### config.mk
export PLATFORM = sky130hd
export DESIGN_NAME = ud_bcd_counter_n
export DESIGN_NICKNAME = d
export VERILOG_FILES = /design/src/rtl/ud_bcd_counter_n.sv
export SDC_FILE = /design/constraint.sdc
export NUM_CORES = 1
export LEC_CHECK = 0
export BUFFER_PORTS_ARGS = -buffer_cell sky130_fd_sc_hd__buf_2
export CAP_MARGIN = 20
export CORE_MARGIN = 4
export CORE_UTILIZATION = 40
export DETAILED_ROUTE_END_ITERATION = 6
export GPL_ROUTABILITY_DRIVEN = 0
export PLACE_DENSITY = 0.7
export SYNTH_ARGS = -nofsm -noshare
export SYNTH_HDL_FRONTEND = slang
export SYNTH_SLANG_ARGS = --single-unit
### constraint.sdc
create_clock -name clk -period 4.4 [get_ports clk]
set_input_delay 0.66 -clock clk [delete_from_list [all_inputs] [get_ports clk]]
set_output_delay 0.66 -clock clk [all_outputs]
set_load 0.01 [all_outputs]
### src/rtl/ud_bcd_counter_n.sv
// rtl/ud_bcd_counter_n.sv - multi-digit up/down BCD counter with load, sanitising and terminal count
// Optional build macro: UD_BCD_SATURATE_EN (hold at all nines / all zeros instead of wrapping)
module ud_bcd_counter_n #(
  parameter int NDIGITS = 2
) (
  input  logic                 clk,
  input  logic                 rst,
  input  logic                 en,
  input  logic                 x,
  input  logic                 load,
  input  logic [4*NDIGITS-1:0] din,
  output logic [4*NDIGITS-1:0] q,
  output logic                 tc,
  output logic                 load_err
);

  localparam int W = 4 * NDIGITS;
  localparam logic [W-1:0] ALL_NINES = {NDIGITS{4'h9}};

  logic [W-1:0] cnt_next;
  logic [W-1:0] din_clean;
  logic         din_bad;
  logic         all_nines;
  logic         all_zeros;

  assign all_nines = (q == ALL_NINES);
  assign all_zeros = (q == '0);

  // Terminal count: lets a higher-order instance on the same clk count on our wrap
  assign tc = en & (x ? all_zeros : all_nines);

  // Replace any non-decimal load nibble with 0 and flag that it happened
  always_comb begin
    din_clean = din;
    din_bad   = 1'b0;
    for (int k = 0; k < NDIGITS; k++) begin
      if (din[4*k +: 4] > 4'd9) begin
        din_clean[4*k +: 4] = 4'd0;
        din_bad             = 1'b1;
      end
    end
  end

  // One count step: ripple the carry/borrow condition through the digits in a single cycle
  always_comb begin
    logic chain;
    cnt_next = q;
    chain    = 1'b1;
    for (int k = 0; k < NDIGITS; k++) begin
      if (q[4*k +: 4] > 4'd9) begin
        // Out-of-range digit is recovered to 0 rather than stepped
        cnt_next[4*k +: 4] = 4'd0;
      end else if (chain) begin
        if (!x) begin
          cnt_next[4*k +: 4] = (q[4*k +: 4] == 4'd9) ? 4'd0 : q[4*k +: 4] + 4'd1;
        end else begin
          cnt_next[4*k +: 4] = (q[4*k +: 4] == 4'd0) ? 4'd9 : q[4*k +: 4] - 4'd1;
        end
      end
      chain = chain & (x ? (q[4*k +: 4] == 4'd0) : (q[4*k +: 4] == 4'd9));
    end
`ifdef UD_BCD_SATURATE_EN
    if (x ? all_zeros : all_nines) begin
      cnt_next = q;
    end
`endif
  end

  // Count register: load beats count, count beats hold; reset clears asynchronously
  always_ff @(posedge clk or negedge rst) begin
    if (!rst) begin
      q        <= '0;
      load_err <= 1'b0;
    end else begin
      load_err <= load & din_bad;
      if (load) begin
        q <= din_clean;
      end else if (en) begin
        q <= cnt_next;
      end
    end
  end

endmodule

==> reports/qor.yml, run 1 <==
floorplan:
  dieWidth_um: 54.3
  ioPinCount: 23
  dieArea_um2: 2940
  initial_utilization_pct: 42.8
  core_um2: 2000
  num_rows: 16
  die_h_um: 54.3
worst_setup_path:
  worstSetupEndpointType: "output port"
  required_ps: 3740
  reg2reg_from: "q[0]"
  ff2ff_path_depth: 4
  crit_start: "x"
  rrSetupSlack_ps: 2640
  arrival_ps: 2010
  crit_path_start_kind: "input port"
  crit_chain: "buf_2 -> or3b_1 -> or3_1 -> o21ai_1 -> nor3b_2 -> buf_2"
  path_class: "input port to output port"
  cp_slowest_cell: "or3b_1"
  worst-path-max-fanout: 17
  max_stage_delay_ps: 410
  worst-path-buf-inv: 2
  crit_family: "simple AND/OR/NAND/NOR gates"
  critPathMostFrequentCell: "buf_2"
  cp.depth: 6
logic_synthesis:
  ys.flop_type: "dfrtp_1"
  ys_seq_area_share_pct: 26.3
  synth_cells: 105
  syn_area_per_cell_um2: 8.15
  yosysWarnings: 0
  synth_area_um2: 856
  ys_types: 46
  synth-async-reset-ratio_pct: 100
  ys_seq_elements: 9
  synth_edf_count: 0
  syn-num-nets: 118
power:
  ir_drop_uv: 133
  cellPowerDensity_nw_per_um2: 314
  leakage_uw: 0.000407
  finalPower_uw: 306
route:
  ant_nets: 0
  finalWirelength_mm: 1.93
  via_count: 840
  drt_pre_antenna_iters: 4
  wire_per_inst_um: 12.9
  drcViolationCount: 0
  viasPerCell: 5.64
  dr.first_iter.drc_count: 14
clock_network:
  clockBufferDepth: 2
  clk_pin_slew_ps: 60
  clock_latency_ps: 260
  cts_buffers: 3
  cts_resized: 0
  cts_root_buf: "clkbuf_4"
  cts_tree: "yes"
  cts.sink_count: 9
  cts_hold_buf: 0
  cts_setup_buffers: 0
  htree_num_levels: 1
sta:
  clock_skew_ps: 8.71
  setup_viol: 0
  slew_viol_final: 0
  min_period_over_period_pct: 60.7
  period_minus_slack_ps: 2670
  fin_ws_ps: 1730
  fmax_mhz: 374
  hold_violations: 0
  rsz0062_at_grt: "no"
  slew_headroom_pct: 70.9
  tightestPinTransition_ps: 437
  finalSetupTns_ps: 0
final_layout:
  insertedDiodeCount: 0
  final_cell_area_um2: 975
  area_growth_pct: 13.9
  mostFrequentLayoutCells: "buf_2, o21ai_0, dfrtp_1, a21oi_1, nand3b_1"
  fin_nets: 136
  drive_gt1_share_pct: 23.8
  final_common_cell: "buf_2"
hold_path:
  hold_class: "input port to async pin"
place:
  dpl_worst_slack_ps: 1720
  post-dp-hpwl_mm: 1.47
  portBuffers: 22
  placed_area_um2: 948
grt:
  grt_pass1_wl_mm: 3.17
  antenna_found_initial: 0
  grt.overflow.total: 0
  grt_pass1_vias: 731
  grt_max_degree: 18
  track_usage_pct: 14.4
status:
  outcome: "completed"
run:
  cap_viol_max_count: 0
[power breakdown]
part	switching (uW)	internal (uW)
combinational	55.8	54.9
clock	28.5	34.9
sequential	36.1	95.6
[worst register-to-register path, stage by stage (launching register included)]
cell	delay, ps
dfrtp_1	510
or3b_1	460
a21o_1	250
nand2_2	100
mux2_1	330
[registers in the layout, indices dropped and copies added, names as in the netlist]
register  cells
load_err      1
q             8
[cells in the mapped netlist (2+ instances only)]
master    instances  area share [%]
a21o_1            2             1.8
a21oi_1           8             4.7
a31oi_1           4             2.9
and3b_1           2             2.0
buf_2             5             2.9
clkbuf_1          2            0.88
dfrtp_1           9              26
inv_1             4             1.8
nand2_1           4             1.8
nand2b_1          3             2.2
nand3_1           2             1.2
nand3b_1          5             4.4
nor2_1            4             1.8
nor2b_1           3             2.2
nor3b_1           2             1.8
nor4bb_1          2             2.3
o21ai_0          11             6.4
o21ai_1           2             1.2
o22ai_1           2             1.5
o31ai_1           2             1.8
or3b_1            2             2.0
[metal layers]
| metal | part of all wire (%) | vias up | routed length (um) | track usage, % |
|---|---|---|---|---|
| li1 | - | 429 | - | - |
| met5 | 0 | - | 0 | 0 |
| met2 | 45 | 22 | 867 | 21.5 |
| met1 | 48 | 387 | 929 | 20.0 |
| met4 | 0.42 | 0 | 8 | 9.13 |
| met3 | 6.3 | 2 | 121 | 0.817 |
[cells by family (layout without fill, tap and decap cells)]
family | after synthesis | after routing | share of synthesized area [%]
and+or+nand+nor | 37 | 37 | 29.5
muxes | 2 | 2 | 2.49
buffers and inverters | 14 | 31 | 8.19
AOI/OAI and AO/OA | 42 | 42 | 32.5
DFF | 9 | 9 | 26.3
xor gates and xnor gates | 1 | 1 | 1.02
[metrics by stage]
step / utilization (%) / instances / hold slack (ps)
final: 48.7 / 149 / 234
after global routing: 48.7 / 149 / 244
after CTS: 48.7 / 149 / 238
after detailed placement: 47.4 / 145 / 520
after global placement: 47.4 / 145 / 520
after floorplan: - / 105 / 364
[worst paths after layout]
kind	to
worst max register to register	q[6]
max in group asynchronous	load_err
worst min register to register	q[6]
worst min-delay path	q[4]
min in group clk	q[0]
worst max-delay path	tc
[layout make-up]
cell class,count,area (um2)
multi-input cells,82,561
flip-flops and latches,9,225
clock buffers,4,26.3
well taps,27,33.8
repair buffers,22,110
fillers,207,1030
inverters,5,18.8
Note: power is estimated with default switching activity, not from simulation.
==> inputs of run 2 (changes only) <==
==> constraint.sdc (replaced) <==
create_clock -name clk -period 2.53 [get_ports clk]
set_input_delay 0.3795 -clock clk [delete_from_list [all_inputs] [get_ports clk]]
set_output_delay 0.3795 -clock clk [all_outputs]
set_load 0.01 [all_outputs]
==> reports/qor.yml, run 2 (synthesized netlist as in run 1, its figures left out) <==
power:
  internal-power_uw: 326  # +76%
  clock_power_share_pct: 20.1  # -0.6 points
  ir_drop_uv: 253  # +90%
  cellPowerDensity_nw_per_um2: 543  # +73%
  pwr-share-comb_pct: 38.2  # +2.0 points
  finalPower_uw: 538  # +76%
  leakage_uw: 0.000416  # +2.3%
  seq_power_share_pct: 41.7  # -1.4 points
  swShare_pct: 39.5  # +0.13 points
  switching_power_uw: 213  # +77%
floorplan:
  num_rows: 16  # unchanged
  ioPinCount: 23  # unchanged
  die_h_um: 54.3  # unchanged
  core_um2: 2000  # unchanged
  initial_utilization_pct: 42.8  # unchanged
  dieArea_um2: 2940  # unchanged
  dieWidth_um: 54.3  # unchanged
sta:
  min_period_over_period_pct: 89.1
  clock_skew_ps: 4.07  # -4.64 ps
  tightestPinTransition_ps: 428  # -8.68 ps
  rsz0062_at_grt: "no"
  slew_viol_final: 0  # unchanged
  setup_viol: 0  # unchanged
  period_minus_slack_ps: 2250
  hold_violations: 0  # unchanged
  fmax_mhz: 444
  fin_ws_ps: 276  # -1450 ps
  finalSetupTns_ps: 0  # unchanged
  slew_headroom_pct: 71.5  # +0.58 points
worst_setup_path:
  worst-path-max-fanout: 12  # -5
  cp_slowest_cell: "dfrtp_1"
  crit_family: "simple AND/OR/NAND/NOR gates"
  required_ps: 2150  # -1590 ps
  crit_chain: "or3b_1 -> or3_1 -> o21ai_1 -> nor3b_2 -> buf_2"
  crit_path_start_kind: "flop"
  worst-path-buf-inv: 1  # -1
  arrival_ps: 1870  # -140 ps
  path_class: "flop to output port"
  max_stage_delay_ps: 480  # +70 ps
  worstSetupEndpointType: "output port"
grt:
  antenna_found_initial: 0  # unchanged
  grt_max_degree: 18  # unchanged
  grt_pass1_wl_mm: 3.18  # +0.41%
  grt.overflow.total: 0  # unchanged
  track_usage_pct: 14.9  # +0.49 points
  grt_pass1_vias: 701  # -4.1%
clock_network:
  cts_setup_buffers: 0  # unchanged
  cts_resized: 0  # unchanged
  clock_latency_ps: 260  # about the same
  htree_num_levels: 1  # unchanged
  cts_root_buf: "clkbuf_4"
  cts_hold_buf: 1  # +1
  clockBufferDepth: 2  # unchanged
  cts_tree: "yes"
  cts_buffers: 3  # unchanged
  cts.sink_count: 9  # unchanged
  clk_pin_slew_ps: 60  # about the same
final_layout:
  drive_gt1_share_pct: 24.2  # +0.42 points
  largest_reg_flops: 8  # unchanged
  insertedDiodeCount: 0  # unchanged
  reg_top3: "q x8, load_err x1"
  area_growth_pct: 15.9
  final_cell_area_um2: 992  # +1.8%
  mostFrequentLayoutCells: "buf_2, o21ai_0, dfrtp_1, a21oi_1, nand3b_1"
  top_register: "q"
  fin_nets: 138  # +1.5%
  final_common_cell: "buf_2"
route:
  finalWirelength_mm: 2.04  # +5.9%
  drcViolationCount: 0  # unchanged
  viasPerCell: 5.70  # +1.1%
  drt_pre_antenna_iters: 4  # unchanged
  dr.first_iter.drc_count: 15  # +1
  wire_per_inst_um: 13.5  # +4.5%
  ant_nets: 0  # unchanged
  via_count: 861  # +2.5%
status:
  outcome: "completed"
place:
  placed_area_um2: 956  # +0.79%
  dpl_worst_slack_ps: 407  # -1310 ps
  portBuffers: 22  # unchanged
  post-dp-hpwl_mm: 1.54  # +4.3%
run:
  cap_viol_max_count: 0  # unchanged
hold_path:
  hold_class: "input port to flop"
-- run 2: routing by layer --
metal / wire length, um / global-route usage, % / share of wire (%)
met1: 970 / 19.9 / 48
met4: 25 / 7.47 / 1.2
met3: 126 / 1.63 / 6.2
met2: 917 / 23.5 / 45
met5: 0 / 0 / 0
-- run 2: power groups by stage --
stage | Sequential, uW | Clock (uW) | Combinational, uW
3_3_place_gp | 222 | 0 | 199
3_5_place_dp | 225 | 0 | 205
6_report | 224 | 108 | 206
4_1_cts | 223 | 112 | 207
5_1_grt | 230 | 122 | 229
2_1_floorplan | 205 | 0 | 160
-- run 2: final cells by class --
class | instances | area, um2
tap | 27 | 33.8
clock buffer | 4 | 26.3
fill | 201 | 1010
timing repair buffer | 24 | 128
multi-input combinational | 82 | 561
sequential | 9 | 225
inverter | 5 | 18.8
-- run 2: worst reg2reg max path, stage by stage (launching register included) --
cell	delay, ps
dfrtp_1	500
or3b_1	490
a21o_1	240
nand2_2	100
mux2_1	330
-- run 2: final timing paths --
path	to	slack, ps	cells past startpoint	start
max in group asynchronous	q[4]	1860	2	rst
setup reg to reg	q[6]	760	4	q[1]
hold / removal	q[1]	390	3	din[1]
min in group asynchronous	q[6]	490	2	rst
hold reg to reg	q[6]	680	1	q[6]
setup / recovery	tc	280	5	q[3]
-- run 2: metrics by stage --
stage                     hold WS [ps]  utilization, %  cells
after floorplan                   83.9               -    105
after global placement             242            47.8    146
after detailed placement           239            47.8    146
after CTS                          383            49.6    151
after global routing               386            49.6    151
final                              391            49.6    151
